`src/rtl/bp_cfg_boot_sequencer.sv`:
```
// Boot-time configuration sequencer: freezes each core, programs ID/cache/CCE modes,
// streams CCE microcode from a ROM, then unfreezes all cores once every write is acked.
module bp_cfg_boot_sequencer #(
  parameter int num_core_p        = 1,
  parameter int cfg_addr_width_p  = 20,
  parameter int cfg_data_width_p  = 64,
  parameter int cce_pc_width_p    = 8,
  parameter int max_outstanding_p = 4,
  parameter int skip_ucode_p      = 0,
  localparam int core_width_lp    = (num_core_p > 1) ? $clog2(num_core_p) : 1,
  localparam int credit_width_lp  = $clog2(max_outstanding_p + 1)
) (
  input  logic                        clk_i,
  input  logic                        reset_i,
  output logic [cce_pc_width_p-1:0]   ucode_addr_o,
  input  logic [cfg_data_width_p-1:0] ucode_data_i,
  output logic                        cfg_v_o,
  input  logic                        cfg_ready_i,
  output logic [core_width_lp-1:0]    cfg_core_o,
  output logic [cfg_addr_width_p-1:0] cfg_addr_o,
  output logic [cfg_data_width_p-1:0] cfg_data_o,
  input  logic                        cfg_ack_v_i,
  output logic                        done_o
);

  typedef enum logic [3:0] {
    e_reset,
    e_freeze,
    e_core_id,
    e_icache,
    e_dcache,
    e_cce_uncached,
    e_ucode,
    e_cce_normal,
    e_drain,
    e_unfreeze,
    e_drain2,
    e_done
  } state_e;

  localparam logic [cfg_addr_width_p-1:0] freeze_addr_lp      = cfg_addr_width_p'(32'h00008);
  localparam logic [cfg_addr_width_p-1:0] core_id_addr_lp     = cfg_addr_width_p'(32'h00010);
  localparam logic [cfg_addr_width_p-1:0] icache_mode_addr_lp = cfg_addr_width_p'(32'h00018);
  localparam logic [cfg_addr_width_p-1:0] dcache_mode_addr_lp = cfg_addr_width_p'(32'h00020);
  localparam logic [cfg_addr_width_p-1:0] cce_mode_addr_lp    = cfg_addr_width_p'(32'h00028);
  localparam logic [cfg_addr_width_p-1:0] ucode_base_addr_lp  = cfg_addr_width_p'(32'h08000);

  localparam logic [core_width_lp-1:0]   last_core_lp  = core_width_lp'(num_core_p - 1);
  localparam logic [credit_width_lp-1:0] max_credit_lp = credit_width_lp'(max_outstanding_p);

  state_e                        state_r, state_n;
  logic [core_width_lp-1:0]      core_r, core_n;
  logic [cce_pc_width_p-1:0]     idx_r, idx_n;
  logic [credit_width_lp-1:0]    credits_r, credits_n;
  logic [cfg_data_width_p-1:0]   data_r;
  logic                          cmd_v_n;
  logic [cfg_addr_width_p-1:0]   addr_n;
  logic [cfg_data_width_p-1:0]   data_n;
  logic                          xfer;
  logic                          next_core;
  logic                          last_core;

  // Saturating credit update: an ack with nothing outstanding is dropped.
  function automatic logic [credit_width_lp-1:0] credit_next(
    input logic [credit_width_lp-1:0] c,
    input logic                       inc,
    input logic                       dec
  );
    logic dec_ok;
    dec_ok = dec && (c != '0);
    case ({inc, dec_ok})
      2'b10:   return c + credit_width_lp'(1);
      2'b01:   return c - credit_width_lp'(1);
      default: return c;
    endcase
  endfunction

  assign xfer      = cfg_v_o & cfg_ready_i;
  assign last_core = (core_r == last_core_lp);
  assign credits_n = credit_next(credits_r, xfer, cfg_ack_v_i);

  always_comb begin
    state_n   = state_r;
    core_n    = core_r;
    idx_n     = idx_r;
    next_core = 1'b0;
    case (state_r)
      e_reset:   state_n = e_freeze;
      e_freeze:  if (xfer) state_n = e_core_id;
      e_core_id: if (xfer) state_n = e_icache;
      e_icache:  if (xfer) state_n = e_dcache;
      e_dcache:  if (xfer) state_n = e_cce_uncached;
      e_cce_uncached: begin
        if (xfer) begin
          if (skip_ucode_p != 0) next_core = 1'b1;
          else                   state_n   = e_ucode;
        end
      end
      e_ucode: begin
        if (xfer) begin
          idx_n = idx_r + cce_pc_width_p'(1);
          if (&idx_r) state_n = e_cce_normal;
        end
      end
      e_cce_normal: if (xfer) next_core = 1'b1;
      e_drain:      if (credits_r == '0) state_n = e_unfreeze;
      e_unfreeze: begin
        if (xfer) begin
          if (last_core) begin
            state_n = e_drain2;
            core_n  = '0;
          end else begin
            core_n  = core_r + core_width_lp'(1);
          end
        end
      end
      e_drain2: if (credits_r == '0) state_n = e_done;
      e_done:   state_n = e_done;
      default:  state_n = e_reset;
    endcase

    // The core counter is reused by the unfreeze pass, so it restarts at 0 on drain.
    if (next_core) begin
      if (last_core) begin
        state_n = e_drain;
        core_n  = '0;
      end else begin
        state_n = e_freeze;
        core_n  = core_r + core_width_lp'(1);
      end
    end
  end

  // Command fields are decoded from the next state so the outputs can be registered.
  always_comb begin
    cmd_v_n = 1'b1;
    addr_n  = '0;
    data_n  = '0;
    case (state_n)
      e_freeze: begin
        addr_n = freeze_addr_lp;
        data_n = cfg_data_width_p'(1);
      end
      e_core_id: begin
        addr_n = core_id_addr_lp;
        data_n = cfg_data_width_p'(core_n);
      end
      e_icache: begin
        addr_n = icache_mode_addr_lp;
        data_n = cfg_data_width_p'(1);
      end
      e_dcache: begin
        addr_n = dcache_mode_addr_lp;
        data_n = cfg_data_width_p'(1);
      end
      e_cce_uncached: begin
        addr_n = cce_mode_addr_lp;
        data_n = '0;
      end
      e_ucode: begin
        addr_n = ucode_base_addr_lp + cfg_addr_width_p'(idx_n);
        data_n = '0;
      end
      e_cce_normal: begin
        addr_n = cce_mode_addr_lp;
        data_n = cfg_data_width_p'(1);
      end
      e_unfreeze: begin
        addr_n = freeze_addr_lp;
        data_n = '0;
      end
      default: cmd_v_n = 1'b0;
    endcase
  end

  always_ff @(posedge clk_i) begin
    if (reset_i) begin
      state_r    <= e_reset;
      core_r     <= '0;
      idx_r      <= '0;
      credits_r  <= '0;
      cfg_v_o    <= 1'b0;
      cfg_core_o <= '0;
      cfg_addr_o <= '0;
      data_r     <= '0;
      done_o     <= 1'b0;
    end else begin
      state_r    <= state_n;
      core_r     <= core_n;
      idx_r      <= idx_n;
      credits_r  <= credits_n;
      cfg_v_o    <= cmd_v_n && (credits_n != max_credit_lp);
      cfg_core_o <= core_n;
      cfg_addr_o <= addr_n;
      data_r     <= data_n;
      done_o     <= (state_n == e_done);
    end
  end

  // Microcode words come straight from the combinational ROM at the current index.
  assign ucode_addr_o = idx_r;
  assign cfg_data_o   = (state_r == e_ucode) ? ucode_data_i : data_r;

endmodule
```
`config.mk`:
```
export PLATFORM = sky130hd
export DESIGN_NAME = bp_cfg_boot_sequencer
export DESIGN_NICKNAME = d
export VERILOG_FILES = /design/src/rtl/bp_cfg_boot_sequencer.sv
export SDC_FILE = /design/constraint.sdc
export NUM_CORES = 1
export LEC_CHECK = 0
export CORE_MARGIN = 8
export CORE_UTILIZATION = 29
export DETAILED_ROUTE_END_ITERATION = 10
export PLACE_DENSITY_LB_ADDON = 0.3
export SYNTH_ARGS = -nofsm -noshare
export SYNTH_HDL_FRONTEND = slang
export SYNTH_SLANG_ARGS = --single-unit
```
`constraint.sdc`:
```
create_clock -name clk_i -period 2.3 [get_ports clk_i]
set_input_delay 0.46 -clock clk_i [delete_from_list [all_inputs] [get_ports clk_i]]
set_output_delay 0.46 -clock clk_i [all_outputs]
set_load 0.005 [all_outputs]
```
# Yosys cells after proc, flatten, opt, wreduce, memory -nomap -nowiden
# Cells that the tools add are included.
totals:
  in_bits: 68
  elab_cells: 74
  reg_bits: 102
  output_inout_bits: 95
classes:
  bitwise: 1
  addsub: 5
  eq_ne: 23
  reduce_logical: 10
  mux: 27
op_table:
  columns: ["cell", "n"]
  rows:
  - ["$pmux 17 s6", 1]
  - ["$mux 64", 1]
  - ["$mux 4", 13]
  - ["$pmux 4 s12", 1]
  - ["$eq 4x3->1 const B", 8]
  - ["$eq 4x4->1 const B", 6]
  - ["$add 16x8->17 const A", 1]
  - ["$eq 4x2->1 const B", 4]
  - ["$mux 8", 2]
  - ["$add 8x1->8 const B", 1]
  - ["$eq 4x1->1 const B", 2]
  - ["$reduce_and 8->1", 1]
  - ["$reduce_or 8->1", 1]
  - ["$mux 1", 7]
  - ["$pmux 3 s2", 1]
  - ["$logic_not 4->1", 1]
  - ["$reduce_or 2->1", 2]
  - ["$reduce_or 4->1", 1]
  - ["$add 3x1->3 const B", 1]
  - ["$logic_not 3->1", 1]
  - ["$ne 3x3->1 const B", 1]
  - ["$reduce_bool 3->1", 1]
  - ["$sub 3x1->3 const B", 1]
  - ["$eq 2x1->1 const B", 1]
  - ["5 further kinds", 6]

# Logic depth before layout (Yosys ltp)
logic_depth:
  word_depth: 9
  depth_mapped: 10
  mapped_depth_nobuf: 10

# Worst setup path before layout
# OpenSTA, ideal clock, no wires.
synth_path:
  kind: "input port to flip-flop"
  start: "input cfg_ready_i"
  end: "register cfg_v_o"
  stages: 10
  t_arrival_ns: 2.143
  path_buffers: 0
  setup_time_ns: 0.079
  path_slack_ns: 0.078
  required_time_ns: 2.221
  path_cell_list: "and2_4 -> inv_4 -> ha_1 -> inv_1 -> fa_1 -> xor2_1 -> xnor2_1 -> a311oi_1 -> o21ai_0 -> o211ai_1"
synth_between:
  elab_chain_len: 8
  elab_cells_between_ends: 27
  classes_between: "eq/ne (11); mux (13); bitwise (1); reduce/logical (2)"
synth_rtl:
  columns: ["element", "line_no", "source"]
  rows:
  - ["start, declared", "18", "input logic cfg_ready_i,"]
  - ["$and 1x1->1 (*)", "78", "assign xfer = cfg_v_o & cfg_ready_i;"]
  - ["$mux 4 (tied with other cells)", "108", "if (xfer) begin"]
  - ["$pmux 4 s12 or $mux 1 (tied branches)", "87", "case (state_r)"]
  - ["$mux 4", "123", "if (next_core) begin"]
  - ["$eq 4x3->1 (tied with other cells)", "139", "case (state_n)"]
  - ["$reduce_or 8->1 (no source line)", null, null]
  - ["$mux 1", "139", null]
  - ["$logic_and 1x1->1 (*)", "192", "cfg_v_o <= cmd_v_n && (credits_n != max_credit_lp);"]
  - ["end signal, assigned", "192", null]
  - ["end, declared", "17", "output logic cfg_v_o,"]
# Mark *: on every way between the ends. The rest lies on a longest branch, timed or not.
# A chain may end at the register's enable or synchronous reset.

# Final worst setup path
layout_path:
  start: "register state_r[3]"
  end: "output cfg_data_o[32]"
layout_between:
  elab_chain_len: 2
layout_rtl:
  columns: ["element", "line_no", "source"]
  rows:
  - ["start, declared", "51", "state_e state_r, state_n;"]
  - ["start signal, assigned", "178", "state_r <= e_reset;"]
  - ["start signal, assigned", "188", "state_r <= state_n;"]
  - ["$eq 4x3->1", "202", "assign cfg_data_o = (state_r == e_ucode) ? ucode_data_i : data_r;"]
  - ["$mux 64", "202", null]
  - ["end, declared", "21", "output logic [cfg_data_width_p-1:0] cfg_data_o,"]
# Every way passes these cells.

==> results by group <==
Outcome
  – Status: completed

Critical path
  – Crit-path cells: and4bb_4 -> buf_16 -> and2_1 -> clkdlybuf4s50_1
  – Slowest stage delay, CP: 500 ps
  – Critical path endpoint category: primary output
  – CP Max Fanout: 14
  – Crit Path Class: flop to primary output
  – CP delay by family, top: buffers and inverters
  – Worst reg2reg path startpoint: credits_r[2]
  – Reg2Reg Depth: 10
  – Buf/Inv on CP: 2
  – Worst path arrival time: 1800 ps
  – R2R setup slack: 90 ps
  – Startpoint Class: flop
  – Critical R2R Capture: cfg_v_o
  – Worst EP required: 1840 ps
  – Slowest-stage cell, CP: clkdlybuf4s50_1
  – Critical path depth: 4

Cells and area
  – Most common cell after layout, fill and taps aside: clkdlybuf4s50_1
  – # fillers: 621
  – Final Non-Filler Cells: 499
  – Nets: 491
  – Commonest cells after routing, fill and taps aside: 87 x clkdlybuf4s50_1, 64 x and2_1, 49 x dlygate4sd2_1, 31 x buf_4, 26 x dfxtp_1
  – FF+latch area: 563.0 µm²
  – Final instance area: 3852 µm²
  – Layout cell share with drive strength beyond 1: 0.1337
  – Layout area overhead: 98.39%
  – Final Util: 0.5798
  – Footprint of the multi-input gates: 1285 µm²
  – Ant diodes: 0

Timing
  – Final Skew: 6.350 ps
  – Post-route minimum period: 2257 ps
  – Hold slack: 526.1 ps
  – Final max-slew violation count: 0
  – Max Freq: 0.4431 GHz
  – Period utilization: 0.9812
  – Setup violators final: 0
  – Hold Vio Cnt, Final: 0

Drt
  – DRC: 0
  – Routed length per instance: 17.56 µm
  – Total number of vias: 2347
  – DRT Pass-1 Iters: 6
  – DR iter-0 viols: 49
  – Post-route ant nets: 0
  – Total Wirelength: 8760 µm
  – Via density: 4.703

Placed design
  – Post-DP Area: 3659 µm²
  – Placer Congestion: 0.8910
  – Placed Cells: 489
  – Hpwl dp: 7085 µm
  – Port bufs: 151

Floorplanning
  – # IOs: 163
  – Die W: 97.83 µm
  – Vert. Die Dim: 97.83 µm
  – # rows: 30
  – Core Region: 6644 µm²
  – Initial core utilization: 0.2923
  – Die area: 9571 µm²

Yosys
  – Syn avg cell area: 7.862 µm²
  – Synthesis-stage register bit count: 28
  – Unique cell type count in the Yosys netlist: 50
  – Post-synthesis sequential area ratio: 0.2887
  – Area leader, netlist: dfxtp_1
  – Post-Syn Instances: 247
  – Synth Warn #: 0
  – Synth top area share: 0.2887
  – Synth area leaders: dfxtp_1 29%, and2_1 21%, buf_4 5.0%
  – Cell Area, Synth: 1942 µm²

Worst hold path
  – Min-delay src: credits_r[2]
  – Hold Path Class: flop to flop
  – Hold Crit Depth: 2
  – Hold endpoint: credits_r[2]

Pwr
  – Total power: 1.700 mW
  – Leak Pwr: 1.967 nW
  – VDD IR-drop max: 0.2126 mV
  – Pwr dens: 441.4 nW/µm²

CTS
  – Max clock buf depth: 2
  – Clock buffer count from CTS: 3
  – Clock sinks: 28
  – Root Driver: clkbuf_8
  – CTS tree: yes
  – CTS H-tree lvls: 1
  – Clk pin slew, worst setup/hold paths: 100 ps
  – Clk Latency, worst-skew pair: 280 ps

Global routing
  – Largest net degree at the start of global routing: 34
  – Total GRT Usage: 0.1728
  – First-pass GRT wire length: 13100 µm
  – GRT Residual Overflow: 0
  – Vias in the first global route: 2432
  – Initial antenna violation count: 0

Flow run
  – Maxcap violations: 0
registers in the layout, indices dropped and copies added, names as in the netlist:
signal        count
cfg_addr_o        9
ucode_addr_o      8
state_r           4
credits_r         3
cfg_v_o           1
core_r            1
data_r            1
done_o            1
logic make-up after synthesis:
group                      after synthesis  synth area share
and+or+nand+nor                        134            0.4033
buffers and inverters                   37            0.1005
AOI/OAI and AO/OA                       28            0.1063
DFF                                     28            0.2887
xor gates and xnor gates                12           0.05412
muxes                                    4           0.02191
adders and majority gates                3           0.02319
other                                    1          0.001931
per-layer routing:
metal	up-vias	global-route usage	part of all wire
met4	0	0.04676	0.014
li1	1147	-	-
met5	-	0	0
met2	100	0.3151	0.52
met3	9	0.1017	0.13
met1	1091	0.1590	0.34
timing repair:
| item | 4_1_cts | 5_1_grt |
|---|---|---|
| resized for setup | 58 | 22 |
| pin swaps | 2 | 7 |
| setup buffers | 0 | 4 |
| setup endpoints to repair | 46 | 16 |
| hold buffers | 0 | 0 |
| gates cloned | 1 | 1 |
power by group:
group / switching (mW) / internal, mW / leakage, nW
sequential: 0.0374 / 0.533 / 0.229
clock: 0.160 / 0.233 / 0.0357
combinational: 0.317 / 0.420 / 1.70
final cells by class:
cell class | count | share of cell area
clock inverters | 1 | 0.007795
clock buffers | 3 | 0.01072
well taps | 80 | 0.02598
repair buffers | 185 | 0.4654
inverters | 10 | 0.01039
flip-flops and latches | 28 | 0.1462
multi-input cells | 192 | 0.3335
worst max-delay path by stage:
| stage | from | end | slack [ps] |
|---|---|---|---|
| finish | state_r[3] | cfg_data_o[32] | 40 |
| CTS | state_r[0] | cfg_data_o[42] | 0.2 |
| global placement | cfg_ready_i | cfg_v_o | -390 |
| detailed placement | cfg_ack_v_i | cfg_v_o | -520 |
| global route | state_r[3] | cfg_data_o[20] | -9 |
| floorplan | cfg_ready_i | cfg_v_o | 80 |
metrics by stage:
stage	setup WS [ps]	TNS, ps
6_report	43.17	0
5_1_grt	-9.453	-14.78
4_1_cts	0.1593	0
3_5_place_dp	-524.0	-931.8
3_3_place_gp	-393.7	-664.0
2_1_floorplan	77.75	0
synthesized netlist by cell type, drive strengths merged:
cell type,count
a311oi,2
and4bb,1
ha,2
o21ai,6
conb,1
o21bai,1
o211a,1
a31oi,1
or3,1
mux2,2
nor2,20
xnor2,8
nand2,11
o2111ai,1
nand4bb,1
o32ai,1
o211ai,1
nand3b,1
and2,65
nand4,3
mux2i,2
fa,1
a2111oi,1
a32o,1
a31o,1
xor2,4
nor4,6
buf,18
o31ai,1
and3,3
inv,10
clkbuf,9
nand3,6
a221oi,2
a21oi,4
nor2b,4
nor3,12
a211oi,3
o221ai,1
dfxtp,28
worst register-to-register path: cells and delay by family (launching register included):
| kind | cells | cell delay, ps |
|---|---|---|
| buffers and inverters | 1 | 40 |
| flip-flops | 1 | 390 |
| adder cells (fa/ha/maj) | 2 | 550 |
| AO/OA/AOI/OAI | 3 | 600 |
| XOR/XNOR | 2 | 330 |
| AND/OR/NAND/NOR | 2 | 220 |
Power figures use the tool's default switching activity.
